`config.mk`:
```
export PLATFORM = sky130hd
export DESIGN_NAME = md_sched
export DESIGN_NICKNAME = d
export VERILOG_FILES = /design/src/rtl/md_sched_pkg.sv /design/src/rtl/md_sched_core.sv /design/src/rtl/md_sched.sv
export SDC_FILE = /design/constraint.sdc
export NUM_CORES = 1
export LEC_CHECK = 0
export ABC_CLOCK_PERIOD_IN_PS = 5670
export BUFFER_PORTS_ARGS = -buffer_cell sky130_fd_sc_hd__buf_2
export CORE_ASPECT_RATIO = 1.25
export CORE_MARGIN = 2
export CORE_UTILIZATION = 62
export CTS_BUF_LIST = sky130_fd_sc_hd__clkbuf_8
export DETAILED_ROUTE_END_ITERATION = 6
export PLACE_DENSITY = 0.82
export RECOVER_POWER = 50
export SYNTH_ARGS = -nofsm -noshare
export SYNTH_HDL_FRONTEND = slang
export SYNTH_HIERARCHICAL = 1
export SYNTH_SLANG_ARGS = --single-unit
```
`constraint.sdc`:
```
create_clock -name clk -period 5.67 [get_ports clk]
set_input_delay 0.8505 -clock clk [delete_from_list [all_inputs] [get_ports clk]]
set_output_delay 0.8505 -clock clk [all_outputs]
set_load 0.02 [all_outputs]
```
`src/rtl/md_sched_pkg.sv`:
```
// Shared types for the multiply/divide sequencer: FSM states and op one-hot bit positions.
package md_sched_pkg;

  typedef enum logic [1:0] {
    MD_IDLE = 2'd0,
    MD_BUSY = 2'd1,
    MD_DONE = 2'd2
  } md_state_t;

  // op_i is {mult, multu, div, divu}
  localparam int unsigned OP_DIVU  = 0;
  localparam int unsigned OP_DIV   = 1;
  localparam int unsigned OP_MULTU = 2;
  localparam int unsigned OP_MULT  = 3;

  function automatic logic op_valid(input logic [3:0] op);
    return $onehot(op);
  endfunction

endpackage

```
`src/rtl/md_sched_core.sv`:
```
// Iterative unsigned datapath: one shift-add (multiply) or restoring shift-subtract (divide) step per cycle.
module md_sched_core #(
  parameter int DW = 32
) (
  input  logic          clk,
  input  logic          rst,
  input  logic          load,
  input  logic          step,
  input  logic          is_div,
  input  logic [DW-1:0] opa,
  input  logic [DW-1:0] opb,
  output logic [DW-1:0] nxt_hi,
  output logic [DW-1:0] nxt_lo
);
  import md_sched_pkg::*;

  logic [2*DW-1:0] acc;
  logic [DW:0]     rem;
  logic [DW-1:0]   opnd;

  logic [DW:0]     sum;
  logic [2*DW-1:0] acc_mul_nxt;
  logic [DW:0]     shifted;
  logic            ge;
  logic [DW:0]     rem_nxt;
  logic [DW-1:0]   quot_nxt;

  // nxt_hi/nxt_lo expose the post-step value so the final result can be registered on the last step edge
  always_comb begin
    sum         = {1'b0, acc[2*DW-1:DW]} + (acc[0] ? {1'b0, opnd} : '0);
    acc_mul_nxt = {sum, acc[DW-1:1]};
    shifted     = {rem[DW-1:0], acc[DW-1]};
    ge          = (shifted >= {1'b0, opnd});
    rem_nxt     = ge ? (shifted - {1'b0, opnd}) : shifted;
    quot_nxt    = {acc[DW-2:0], ge};
    if (is_div) begin
      nxt_hi = rem_nxt[DW-1:0];
      nxt_lo = quot_nxt;
    end else begin
      nxt_hi = acc_mul_nxt[2*DW-1:DW];
      nxt_lo = acc_mul_nxt[DW-1:0];
    end
  end

  always_ff @(posedge clk or posedge rst) begin
    if (rst) begin
      acc  <= '0;
      rem  <= '0;
      opnd <= '0;
    end else if (load) begin
      opnd <= is_div ? opb : opa;
      acc  <= is_div ? {{DW{1'b0}}, opa} : {{DW{1'b0}}, opb};
      rem  <= '0;
    end else if (step) begin
      if (is_div) begin
        acc <= {acc[2*DW-1:DW], quot_nxt};
        rem <= rem_nxt;
      end else begin
        acc <= acc_mul_nxt;
      end
    end
  end

endmodule

```
`src/rtl/md_sched.sv`:
```
// Sequencing controller for MULT/MULTU/DIV/DIVU: FSM, iteration count, sign fix-up, divide-by-zero and cancel.
module md_sched #(
  parameter int DW    = 32,
  parameter int CNT_W = 6
) (
  input  logic          clk,
  input  logic          rst,
  input  logic          start_i,
  input  logic [3:0]    op_i,
  input  logic [DW-1:0] opdata1_i,
  input  logic [DW-1:0] opdata2_i,
  input  logic          cancel_i,
  input  logic          hold_i,
  output logic          stallreq_for_md,
  output logic          ready_o,
  output logic [DW-1:0] hi_o,
  output logic [DW-1:0] lo_o
);
  import md_sched_pkg::*;

  md_state_t        state;
  logic [CNT_W-1:0] cnt;
  logic             div_r, neg_q, neg_r;

  logic             req, accept, op_div, op_signed, s1, s2, dz;
  logic [DW-1:0]    mag1, mag2, core_hi, core_lo, res_hi, res_lo;
  logic [2*DW-1:0]  prod;

  always_comb begin
    req       = start_i & op_valid(op_i);
    accept    = (state == MD_IDLE) & req & ~cancel_i;
    op_div    = op_i[OP_DIV] | op_i[OP_DIVU];
    op_signed = op_i[OP_DIV] | op_i[OP_MULT];
    s1        = op_signed & opdata1_i[DW-1];
    s2        = op_signed & opdata2_i[DW-1];
    mag1      = s1 ? (~opdata1_i + 1'b1) : opdata1_i;
    mag2      = s2 ? (~opdata2_i + 1'b1) : opdata2_i;
    dz        = op_div & (opdata2_i == '0);
    stallreq_for_md = ~cancel_i & ((state == MD_BUSY) | ((state == MD_IDLE) & req));
  end

  md_sched_core #(.DW(DW)) u_core (
    .clk    (clk),
    .rst    (rst),
    .load   (accept),
    .step   ((state == MD_BUSY) & ~cancel_i),
    .is_div (accept ? op_div : div_r),
    .opa    (mag1),
    .opb    (mag2),
    .nxt_hi (core_hi),
    .nxt_lo (core_lo)
  );

  // Multiply negates the full 2*DW product; divide negates quotient and remainder independently
  always_comb begin
    prod = {core_hi, core_lo};
    if (neg_q) prod = ~prod + 1'b1;
    if (div_r) begin
      res_lo = neg_q ? (~core_lo + 1'b1) : core_lo;
      res_hi = neg_r ? (~core_hi + 1'b1) : core_hi;
    end else begin
      res_hi = prod[2*DW-1:DW];
      res_lo = prod[DW-1:0];
    end
  end

  always_ff @(posedge clk or posedge rst) begin
    if (rst) begin
      state   <= MD_IDLE;
      cnt     <= '0;
      div_r   <= 1'b0;
      neg_q   <= 1'b0;
      neg_r   <= 1'b0;
      ready_o <= 1'b0;
      hi_o    <= '0;
      lo_o    <= '0;
    end else if (cancel_i) begin
      state   <= MD_IDLE;
      cnt     <= '0;
      ready_o <= 1'b0;
    end else begin
      case (state)
        MD_IDLE: begin
          if (accept) begin
            cnt   <= '0;
            div_r <= op_div;
            neg_q <= s1 ^ s2;
            neg_r <= op_div & s1;
            if (dz) begin
              state   <= MD_DONE;
              ready_o <= 1'b1;
              hi_o    <= opdata1_i;
              lo_o    <= '1;
            end else begin
              state <= MD_BUSY;
            end
          end
        end
        MD_BUSY: begin
          if (cnt == CNT_W'(DW - 1)) begin
            state   <= MD_DONE;
            ready_o <= 1'b1;
            hi_o    <= res_hi;
            lo_o    <= res_lo;
          end else begin
            cnt <= cnt + 1'b1;
          end
        end
        MD_DONE: begin
          if (!hold_i) begin
            state   <= MD_IDLE;
            ready_o <= 1'b0;
          end
        end
        default: state <= MD_IDLE;
      endcase
    end
  end

endmodule
```
==> results.toml, run 1 <==
[power]
power_per_cell_area_nw_per_um2 = 531
vdd_ir_drop_max_mv = 0.337
leakage_nw = 9.23

[run]
drv_cap = 3

[logic_synthesis]
number_of_enable_flip_flop_cells_after_synthesis = 0
synthesis.area_per_instance_sq_um = 8.16
synth_cells = 2050
synth_top_area_cell = "sky130_fd_sc_hd__dfrtp_1"
postSynth.asyncResetShare = 1.00
mappedNetlistNets = 2198
synth_area_leaders = "sky130_fd_sc_hd__dfrtp_1 31%, sky130_fd_sc_hd__mux2i_1 6.6%, sky130_fd_sc_hd__a21oi_1 5.9%, sky130_fd_sc_hd__ha_1 5.4%, sky130_fd_sc_hd__nor2_1 4.9%"
post-synth-top-area-fraction = 0.305
synth_warnings = 6
synth.cell_area_sq_um = 16700
synth_ff_type = "sky130_fd_sc_hd__dfrtp_1"
yosys_register_bits = 204
synth_seq_area_share = 0.305
synth_cell_type_count = 88

[placed_design]
placement.io_buffers = 138
place.detailed.instances = 2589
half_perimeter_wire_length_after_detailed_placement_um = 42600
dpl-instance-area_sq_um = 18900
place_congestion = 0.977

[finish]
layout.cell_area.non_filler_sq_um = 19800
final.fill_count = 2013
final_net_count = 2433
area.sequential_sq_um = 5100
area_of_the_multi_input_gates_sq_um = 11200
final_common_cell = "sky130_fd_sc_hd__nor2_1"
drive_gt1_frac = 0.197
area_delta_synth_final_pct = 18.4
final_cell_mix = "217 x sky130_fd_sc_hd__nor2_1, 204 x sky130_fd_sc_hd__dfrtp_1, 190 x sky130_fd_sc_hd__a21oi_1"
antenna_cells_inserted = 0
final_cells = 2657

[floorplanning]
pin_count = 139
vert_die_dim_um = 188
floorplan.die_area_sq_um = 28300
start_util = 0.627
coreArea_sq_um = 26700
die-width_um = 151
num_rows = 67

[clock_network]
clk_pin_slew_ns = 0.07
max-clock-path-buffers = 3
cts_sinks = 204
clock_tree.htree_level_count = 2
clk-insertion-delay-late_ns = 0.58
cts-buffers-inserted = 35
cts-root-buf = "sky130_fd_sc_hd__clkbuf_8"
hold_buffers = 0
cts_tree = "done"

[status]
violations_in_the_final_reports = "design-rule violations, max-capacitance violations, max-slew violations"
status = "finished, violations left"

[drt]
dr.pass1.iters = 7
total_wire_length_um = 56600
drt_drc_violations_left = 6
antenna_violating_nets_post_route = 0
drt-wirelength-per-cell_um = 21.3
initialDrtViolationCount = 1574
num_vias = 17200
via_per_inst = 6.46

[setup_path]
reg2reg_from = "u_core/acc[0]$_DFFE_PP0P_"
worst_setup_path_start_kind = "input pin"
worst_setup_path_class = "in -> reg"
worst_r2r_path_depth = 17
r2r_end = "hi_o[30]$_DFFE_PP0P_"
worst_setup_path_startpoint = "op_i[3]"
cp_max_fo = 10
cpPeakStageDelay_ns = 0.59
r2r_slack_ns = 0.30
critPathCaptureType = "register"
crit_chain = "buf_2 -> inv_8 -> fa_1 -> inv_1 -> ha_2 -> ha_4 -> nor4bb_4 -> nand2b_1 -> or3_4 -> o21ai_4 -> buf_12 -> mux2_2 -> or4_4 -> or4_4 -> o41a_1 -> buf_12 -> o31ai_4 -> xnor2_1 -> nand2_1 -> a21oi_2"
worstSetupEndpoint = "hi_o[7]$_DFFE_PP0P_"
cp_data_arrival_time_ns = 6.10
timing.critical_path.required_ns = 6.17
worst_path_max_delay_cell = "sky130_fd_sc_hd__or4_4"

[timing]
hold_viol_final = 0
setup_violations = 0
grt_setup_unrepaired = "yes"
worst_rel_slew_slack = -1.90
maxClockFrequency_ghz = 0.178
worst_slew_pin_slew_ns = 4.35
min_period_ns = 5.61
clock_skew_after_layout_ns = 0.0191
min_period_over_period = 0.989
report.final.slew_viol_count = 179

[global_route]
first_global_vias = 17000
maximum_number_of_pins_on_one_net_before_global_route_repair = 118
antenna_found_initial = 1
overflow = 0
globalRouteTotalUtil = 0.401
first_pass_grt_wire_length_um = 89200

[worst_hold_path]
min_path_type = "reg -> reg"
==> registers in the layout, summed over array words and instances (netlist names) <==
name / flops
u_core/opnd: 32
hi_o: 32
neg_r: 1
ready_o: 1
cnt: 6
state: 2
div_r: 1
neg_q: 1
lo_o: 32
u_core/rem: 32
u_core/acc: 64
==> critical path: cells and delay by family <==
kind / cells / cell delay [ns]
AO/OA/AOI/OAI: 4 / 1.08
XOR/XNOR: 1 / 0.15
adder cells (fa/ha/maj): 3 / 1.02
buffers and inverters: 5 / 0.60
multiplexers: 1 / 0.34
AND/OR/NAND/NOR: 6 / 2.04
==> worst min path at each step <==
| stage | slack [ns] | cells past startpoint | startpoint | endpoint |
|---|---|---|---|---|
| 2_1_floorplan | 0.47 | 2 | u_core/rem[9]$_DFFE_PP0P_ | u_core/rem[9]$_DFFE_PP0P_ |
| 3_3_place_gp | 0.48 | 2 | hi_o[25]$_DFFE_PP0P_ | hi_o[25]$_DFFE_PP0P_ |
| 3_5_place_dp | 0.48 | 2 | hi_o[25]$_DFFE_PP0P_ | hi_o[25]$_DFFE_PP0P_ |
| 4_1_cts | 0.29 | 2 | rst | u_core/opnd[22]$_DFFE_PP0P_ |
| 5_1_grt | 0.53 | 2 | hi_o[0]$_DFFE_PP0P_ | hi_o[0]$_DFFE_PP0P_ |
| 6_report | 0.50 | 2 | hi_o[25]$_DFFE_PP0P_ | hi_o[25]$_DFFE_PP0P_ |
==> logic make-up (layout without fill, tap and decap cells) <==
| kind of cell | after synthesis | in the layout | share of synthesized area |
|---|---|---|---|
| XOR/XNOR | 164 | 164 | 0.0859 |
| AO/OA/AOI/OAI | 570 | 570 | 0.207 |
| flip-flops | 204 | 204 | 0.305 |
| buffers and inverters | 174 | 436 | 0.0412 |
| AND/OR/NAND/NOR | 700 | 700 | 0.202 |
| multiplexers | 163 | 163 | 0.102 |
| adder cells (fa/ha/maj) | 75 | 75 | 0.0575 |
==> where the power goes <==
group	switching, mW	total, mW	internal [mW]	leakage (nW)
sequential	0.344	2.15	1.80	2.69
combinational	3.77	6.73	2.96	6.09
clock	0.690	1.63	0.944	0.447
total	4.81	10.5	5.71	9.23
==> cell type report <==
class	instances	area share
multi-input combinational	1672	0.565
sequential	204	0.258
timing repair buffer	304	0.100
clock buffer	41	0.0285
tap	345	0.0218
clock inverter	23	0.0135
inverter	68	0.0135
==> layer usage <==
metal / up-vias / GRT usage / part of all wire
met5: - / 0 / 0
met4: 0 / 0.226 / 0.061
met3: 236 / 0.0582 / 0.082
met2: 910 / 0.671 / 0.48
met1: 8204 / 0.492 / 0.38
li1: 7827 / - / -
==> repair_timing <==
| item | 4_1_cts | 5_1_grt |
|---|---|---|
| cloned | 0 | 0 |
| setup buffers | 0 | 4 |
| gates resized for setup | 2 | 11 |
| endpoints found under the hold margin | 0 | 0 |
| pin swaps | 0 | 5 |
| setup endpoints to repair | 2 | 33 |
==> synthesized netlist by cell type (5+ instances only) <==
master,count
sky130_fd_sc_hd__nor3_1,49
sky130_fd_sc_hd__o41ai_1,10
sky130_fd_sc_hd__o31ai_1,24
sky130_fd_sc_hd__o211ai_1,15
sky130_fd_sc_hd__nand2_1,183
sky130_fd_sc_hd__a31oi_1,27
sky130_fd_sc_hd__mux2i_1,110
sky130_fd_sc_hd__ha_1,72
sky130_fd_sc_hd__nand4_1,12
sky130_fd_sc_hd__xnor2_1,78
sky130_fd_sc_hd__and3_1,11
sky130_fd_sc_hd__nand3_1,54
sky130_fd_sc_hd__inv_1,66
sky130_fd_sc_hd__o21ai_0,161
sky130_fd_sc_hd__o21a_1,10
sky130_fd_sc_hd__dfrtp_1,204
sky130_fd_sc_hd__xor2_1,86
sky130_fd_sc_hd__buf_1,10
sky130_fd_sc_hd__clkbuf_1,85
sky130_fd_sc_hd__nor4_1,16
sky130_fd_sc_hd__a21oi_1,197
sky130_fd_sc_hd__o31a_1,6
sky130_fd_sc_hd__a211oi_1,11
sky130_fd_sc_hd__or3_1,35
sky130_fd_sc_hd__or2_2,6
sky130_fd_sc_hd__or4_1,13
sky130_fd_sc_hd__nor2b_1,9
sky130_fd_sc_hd__nand2b_1,19
sky130_fd_sc_hd__nor2_1,220
sky130_fd_sc_hd__o21bai_1,11
sky130_fd_sc_hd__mux2_2,52
sky130_fd_sc_hd__buf_2,5
sky130_fd_sc_hd__a21o_1,40
sky130_fd_sc_hd__and2_1,41
==> metrics by stage <==
step | hold WS (ns) | setup slack, ns | TNS, ns | utilization | total power [mW]
after CTS | 0.293 | 0.0400 | 0 | 0.741 | 10.3
after detailed placement | 0.480 | -0.703 | -18.13 | 0.710 | 8.56
after floorplan | 0.471 | -0.387 | -8.70 | - | 6.24
final | 0.496 | 0.0629 | 0 | 0.743 | 10.5
after global routing | 0.527 | -0.0374 | -0.0628 | 0.743 | 11.1
after global placement | 0.479 | -0.685 | -13.79 | 0.710 | 8.43
(Power assumes the default switching activity.)
==> run 2, diff against run 1 <==
--- a/config.mk
+++ b/config.mk
@@ -7,12 +7,12 @@
 export LEC_CHECK = 0
 export ABC_CLOCK_PERIOD_IN_PS = 5670
 export BUFFER_PORTS_ARGS = -buffer_cell sky130_fd_sc_hd__buf_2
+export CAP_MARGIN = 20
 export CORE_ASPECT_RATIO = 1.25
 export CORE_MARGIN = 2
-export CORE_UTILIZATION = 62
+export CORE_UTILIZATION = 45
 export CTS_BUF_LIST = sky130_fd_sc_hd__clkbuf_8
 export DETAILED_ROUTE_END_ITERATION = 6
-export PLACE_DENSITY = 0.82
 export RECOVER_POWER = 50
 export SYNTH_ARGS = -nofsm -noshare
 export SYNTH_HDL_FRONTEND = slang
==> run 2 against run 1 <==
The flow finishes with violations (max-capacitance violations, max-slew violations); total power grew 3.1%; sequential cell count is the same; die area grew 37%; sequential power is essentially flat; critical endpoint is now lo_o[28]$_DFFE_PP0P_; critical path depth grew 3; first-iteration DRC count shrank 17%; worst setup slack gained 0.089 ns; sequential share of layout area shrank 0.45 points; largest power group unchanged.
==> results.toml, run 2 (synthesis gave the netlist of run 1 again) <==
[status]
status = "finished, violations left"
violations_in_the_final_reports = "max-capacitance violations, max-slew violations"

[timing]
hold_viol_final = 0
min_period_over_period = 0.973
worst_slew_pin_slew_ns = 3.07
min_period_ns = 5.52
maxClockFrequency_ghz = 0.181
setup_violations = 0
report.final.slew_viol_count = 186
clock_skew_after_layout_ns = 0.0390
worst_rel_slew_slack = -1.04

[worst_hold_path]
min_path_type = "reg -> reg"

[global_route]
antenna_found_initial = 4
globalRouteTotalUtil = 0.326
first_global_vias = 16200
overflow = 0
maximum_number_of_pins_on_one_net_before_global_route_repair = 53
first_pass_grt_wire_length_um = 96000

[floorplanning]
num_rows = 78
die-width_um = 176
pin_count = 139
vert_die_dim_um = 220
coreArea_sq_um = 36500
floorplan.die_area_sq_um = 38700
start_util = 0.458

[drt]
initialDrtViolationCount = 1302
total_wire_length_um = 64100
drt-wirelength-per-cell_um = 22.8
dr.pass1.iters = 6
via_per_inst = 5.96
num_vias = 16800
drt_drc_violations_left = 0
antenna_violating_nets_post_route = 0

[clock_network]
clock_tree.htree_level_count = 2
cts-root-buf = "sky130_fd_sc_hd__clkbuf_8"
max-clock-path-buffers = 3
clk_pin_slew_ns = 0.05
hold_buffers = 0
clk-insertion-delay-late_ns = 0.60
cts_tree = "done"
cts-buffers-inserted = 40
cts_sinks = 204

[finish]
area_delta_synth_final_pct = 20.5
drive_gt1_frac = 0.203
final_cell_mix = "217 x sky130_fd_sc_hd__nor2_1, 204 x sky130_fd_sc_hd__dfrtp_1, 191 x sky130_fd_sc_hd__a21oi_1"
final_cells = 2819
max_flop_register = "u_core/acc"
largest_reg_flops = 64
layout.cell_area.non_filler_sq_um = 20100
final_common_cell = "sky130_fd_sc_hd__nor2_1"
final.fill_count = 3494
final_net_count = 2461

[power]
vdd_ir_drop_max_mv = 0.246
power_per_cell_area_nw_per_um2 = 538
sequential_fraction_of_design_power = 0.199
power.internal_mw = 5.80
clkPwrFrac = 0.152
combPwrFrac = 0.649
swShare = 0.465
power.net_switching_mw = 5.03
leakage_nw = 9.34

[setup_path]
worst_setup_path_class = "in -> reg"
critPathCaptureType = "register"
worst_setup_path_start_kind = "input pin"
cp_max_fo = 5
cp_data_arrival_time_ns = 5.94
timing.critical_path.required_ns = 6.09

[placed_design]
place.detailed.instances = 2743
placement.io_buffers = 138
place_congestion = 1.00
half_perimeter_wire_length_after_detailed_placement_um = 49600
dpl-instance-area_sq_um = 19200

[run]
drv_cap = 4
==> run 2: cell types whose count changed in the layout (fill, tap and decap cells not counted), moves of 2 or more <==
cell                        previous run  this run
sky130_fd_sc_hd__buf_4               154       177
sky130_fd_sc_hd__bufinv_16             6         3
sky130_fd_sc_hd__nor4_2                3         0
sky130_fd_sc_hd__inv_1                64        66
sky130_fd_sc_hd__clkbuf_8             41        49
sky130_fd_sc_hd__nor4_1               14        16
sky130_fd_sc_hd__a21oi_2               9         7
sky130_fd_sc_hd__clkinv_2             12         8
==> run 2: layout make-up <==
type | instances | area, sq um | share of cell area
Timing Repair Buffer | 327 | 2160 | 0.107
Sequential cell | 204 | 5100 | 0.253
Clock inverter | 18 | 168 | 0.00832
Inverter | 68 | 269 | 0.0134
Antenna cell | 1 | 2.50 | 0.000124
Tap cell | 480 | 601 | 0.0298
Multi-Input combinational cell | 1672 | 11200 | 0.554
Clock buffer | 49 | 674 | 0.0335
==> run 2: power groups by stage <==
stage	clock, mW	sequential [mW]	combinational, mW
finish	1.64	2.16	7.03
global placement	0	2.17	6.73
global route	1.73	2.20	7.54
CTS	1.68	2.15	6.82
detailed placement	0	2.17	6.76
floorplan	0	2.00	4.24
==> run 2: worst max-delay path: stages <==
cell and delay [ns]:
sky130_fd_sc_hd__clkbuf_4 0.15, sky130_fd_sc_hd__inv_8 0.03, sky130_fd_sc_hd__fa_1 0.53, sky130_fd_sc_hd__inv_1 0.05
sky130_fd_sc_hd__ha_2 0.19, sky130_fd_sc_hd__ha_4 0.24, sky130_fd_sc_hd__nor4bb_4 0.30, sky130_fd_sc_hd__nand2b_1 0.10
sky130_fd_sc_hd__or3_4 0.35, sky130_fd_sc_hd__buf_4 0.15, sky130_fd_sc_hd__nand2_4 0.07, sky130_fd_sc_hd__o21ai_4 0.10
sky130_fd_sc_hd__buf_12 0.17, sky130_fd_sc_hd__buf_4 0.13, sky130_fd_sc_hd__mux2_4 0.29, sky130_fd_sc_hd__or4_4 0.54
sky130_fd_sc_hd__or4_4 0.57, sky130_fd_sc_hd__buf_6 0.16, sky130_fd_sc_hd__nor3_2 0.16, sky130_fd_sc_hd__nand3_2 0.14
sky130_fd_sc_hd__o31ai_2 0.28, sky130_fd_sc_hd__xor2_1 0.25, sky130_fd_sc_hd__a31oi_1 0.11
==> run 2: path summary, 6_finish.rpt <==
kind                                               to  slack (ns)  cells past startpoint                      start
max                              lo_o[28]$_DFFE_PP0P_        0.15                     23                    op_i[3]
min                               hi_o[1]$_DFFE_PP0P_        0.49                      2        hi_o[1]$_DFFE_PP0P_
max reg2reg                      hi_o[30]$_DFFE_PP0P_        0.26                     17  u_core/acc[0]$_DFFE_PP0P_
min reg2reg                       hi_o[1]$_DFFE_PP0P_        0.49                      2        hi_o[1]$_DFFE_PP0P_
max in group asynchronous  u_core/acc[34]$_DFFE_PP0P_        1.38                      3                        rst
min in group asynchronous         hi_o[9]$_DFFE_PP0P_        0.51                      2                        rst
==> run 2: repair_timing <==
item | CTS | global route
setup endpoints to repair | 0 | 35
buffers inserted | 0 | 7
gates resized for setup | 0 | 13
hold endpoints to repair | 0 | 0
==> run 2: metal layers <==
layer,wire length [um],vias to the layer above,global-route usage
met1,25400,8089,0.397
met3,3790,187,0.0423
met2,30800,655,0.558
met4,4060,6,0.180
met5,39,-,0
li1,-,7871,-
==> run 2: metrics by stage <==
step / hold slack (ns) / setup TNS (ns) / util / setup slack (ns) / total power [mW]
floorplan: 0.471 / -8.70 / - / -0.387 / 6.24
global placement: 0.474 / -15.51 / 0.526 / -0.462 / 8.90
detailed placement: 0.481 / -20.40 / 0.526 / -0.575 / 8.92
CTS: 0.272 / 0 / 0.550 / 0.0322 / 10.6
global route: 0.522 / -0.0761 / 0.552 / -0.0646 / 11.5
finish: 0.495 / 0 / 0.552 / 0.151 / 10.8
==> run 3, diff against run 2 <==
--- a/config.mk
+++ b/config.mk
@@ -5,9 +5,9 @@
 export SDC_FILE = /design/constraint.sdc
 export NUM_CORES = 1
 export LEC_CHECK = 0
+export ABC_AREA = 1
 export ABC_CLOCK_PERIOD_IN_PS = 5670
 export BUFFER_PORTS_ARGS = -buffer_cell sky130_fd_sc_hd__buf_2
-export CAP_MARGIN = 20
 export CORE_ASPECT_RATIO = 1.25
 export CORE_MARGIN = 2
 export CORE_UTILIZATION = 45
==> run 3 against run 2 <==
The flow still finishes with violations (max-capacitance violations, max-slew violations); largest cell class unchanged; sequential cell count is the same; utilization shrank 4.7 points; count of clock-buffer cells in the layout grew 1.
==> results.toml, run 3 <==
[status]
status = "finished, violations left"
violations_in_the_final_reports = "max-capacitance violations, max-slew violations"

[finish]
final_net_count = 3571
max_flop_register = "u_core/acc"
final_common_cell = "sky130_fd_sc_hd__nand2_1"
layout.cell_area.non_filler_sq_um = 21600
antenna_cells_inserted = 0
final_cell_mix = "1059 x sky130_fd_sc_hd__nand2_1, 490 x sky130_fd_sc_hd__inv_1, 341 x sky130_fd_sc_hd__nor2_1"
final.fill_count = 4679
largest_reg_flops = 64
area_delta_synth_final_pct = 11.3
drive_gt1_frac = 0.0861
area_of_the_multi_input_gates_sq_um = 12000
area.sequential_sq_um = 5100

[timing]
worst_slew_pin_slew_ns = 4.07
worst_rel_slew_slack = -1.71
maxClockFrequency_ghz = 0.203
min_period_over_period = 0.869
setup_violations = 0
grt_setup_unrepaired = "no"
min_period_ns = 4.92
setup_tns_ns = 0
report.final.slew_viol_count = 186
hold_viol_final = 0
clock_skew_after_layout_ns = 0.0341

[logic_synthesis]
synth_top_area_cell = "sky130_fd_sc_hd__dfrtp_1"
number_of_enable_flip_flop_cells_after_synthesis = 0
synth_cell_type_count = 49
synth_warnings = 6
synth_cells = 3294
yosys_register_bits = 204
synthesis.area_per_instance_sq_um = 5.90
yosys-top-cells-count = "1059 x sky130_fd_sc_hd__nand2_1, 486 x sky130_fd_sc_hd__inv_1, 345 x sky130_fd_sc_hd__nor2_1"
mappedNetlistNets = 3442
synth_area_leaders = "sky130_fd_sc_hd__dfrtp_1 26%, sky130_fd_sc_hd__nand2_1 20%, sky130_fd_sc_hd__inv_1 9.4%, sky130_fd_sc_hd__o21ai_0 7.2%, sky130_fd_sc_hd__nor2_1 6.7%"
post-synth-top-area-fraction = 0.262
postSynth.asyncResetShare = 1.00
synth_seq_area_share = 0.262
synthMostInstantiatedCell = "sky130_fd_sc_hd__nand2_1"
synth_ff_type = "sky130_fd_sc_hd__dfrtp_1"
synth.cell_area_sq_um = 19400

[power]
power_per_cell_area_nw_per_um2 = 599
vdd_ir_drop_max_mv = 0.345
leakage_nw = 11.7

[clock_network]
max-clock-path-buffers = 3
clock_tree.htree_level_count = 2
hold_buffers = 0
clk_pin_slew_ns = 0.06
cts_sinks = 204
clk-insertion-delay-late_ns = 0.62
cts_tree = "done"
cts-buffers-inserted = 39
post-cts-setup-buffer-count = 0
cts-root-buf = "sky130_fd_sc_hd__clkbuf_8"
ctsResizeCount = 0

[setup_path]
cpPeakStageDelay_ns = 0.54
critical_path.most_common_cell = "sky130_fd_sc_hd__nand2_1"
worst_r2r_path_depth = 27
critPathCaptureType = "register"
cp_max_fo = 23
worst_path_max_delay_cell = "sky130_fd_sc_hd__fa_1"
cp_data_arrival_time_ns = 5.41
worst_setup_path_class = "in -> reg"
worst_setup_path_start_kind = "input pin"
timing.critical_path.required_ns = 6.16

[drt]
num_vias = 22400
total_wire_length_um = 85600
via_per_inst = 5.58
drt_drc_violations_left = 0
drt-wirelength-per-cell_um = 21.3
initialDrtViolationCount = 2106
antenna_violating_nets_post_route = 0
dr.pass1.iters = 7

[placed_design]
place_congestion = 1.04
placement.io_buffers = 138
half_perimeter_wire_length_after_detailed_placement_um = 69100
dpl-instance-area_sq_um = 20800

[global_route]
antenna_found_initial = 1
overflow = 0
first_pass_grt_wire_length_um = 126000
globalRouteTotalUtil = 0.376
first_global_vias = 21200
maximum_number_of_pins_on_one_net_before_global_route_repair = 75

[floorplanning]
num_rows = 85
die-width_um = 190
floorplan.die_area_sq_um = 44900
coreArea_sq_um = 42900
start_util = 0.454
vert_die_dim_um = 236
pin_count = 139

[worst_hold_path]
min_path_type = "in -> async"

[run]
drv_cap = 3
run 3: worst paths after layout:
kind / to / slack, ns / start
worst max-delay path: hi_o[30]$_DFFE_PP0P_ / 0.75 / op_i[0]
worst min-delay path: lo_o[23]$_DFFE_PP0P_ / 0.12 / rst
max in group asynchronous: u_core/opnd[30]$_DFFE_PP0P_ / 1.19 / rst
worst max register to register: hi_o[24]$_DFFE_PP0P_ / 0.85 / u_core/opnd[22]$_DFFE_PP0P_
worst min register to register: ready_o$_DFFE_PP0P_ / 0.48 / ready_o$_DFFE_PP0P_
min in group clk: ready_o$_DFFE_PP0P_ / 0.48 / ready_o$_DFFE_PP0P_
run 3: worst max-delay path: cells and delay by family:
kind / cells / cell delay [ns]
compound gates: 4 / 0.66
simple gates: 14 / 2.11
fa+ha+maj: 3 / 0.97
buf+inv: 6 / 0.78
run 3: final cells by class:
type | instances | area share
clock buffer | 50 | 0.0318
sequential | 204 | 0.236
multi-input combinational | 2495 | 0.556
clock inverter | 18 | 0.00769
inverter | 490 | 0.0853
tap | 565 | 0.0327
timing repair buffer | 193 | 0.0508
run 3: cell families after synthesis:
family | after synthesis | share of synthesized area
buffers and inverters | 595 | 0.121
XOR/XNOR | 74 | 0.0333
flip-flops | 204 | 0.262
AND/OR/NAND/NOR | 1823 | 0.392
AO/OA/AOI/OAI | 523 | 0.142
adder cells (fa/ha/maj) | 75 | 0.0494
run 3: report_power, final:
group,switching (mW),internal (mW)
clock,0.737,0.930
combinational,6.38,2.44
sequential,0.438,2.04
total,7.56,5.41
run 3: layer usage:
metal,part of all wire,track usage,up-vias
met1,0.38,0.438,10400
met2,0.47,0.634,1030
li1,-,-,10700
met4,0.083,0.260,2
met3,0.068,0.0536,270
met5,0.00015,0,-
run 3: metrics by stage:
stage / util / power (mW) / setup WS [ns] / hold WS, ns / std cells
finish: 0.505 / 13.0 / 0.745 / 0.117 / 4015
global route: 0.505 / 13.9 / 0.460 / 0.129 / 4015
CTS: 0.506 / 12.8 / 0.876 / 0.0634 / 4015
detailed placement: 0.486 / 11.1 / 0.250 / 0.461 / 3947
global placement: 0.486 / 11.1 / 0.225 / 0.456 / 3947
floorplan: - / 7.92 / 0.673 / 0.455 / 3294
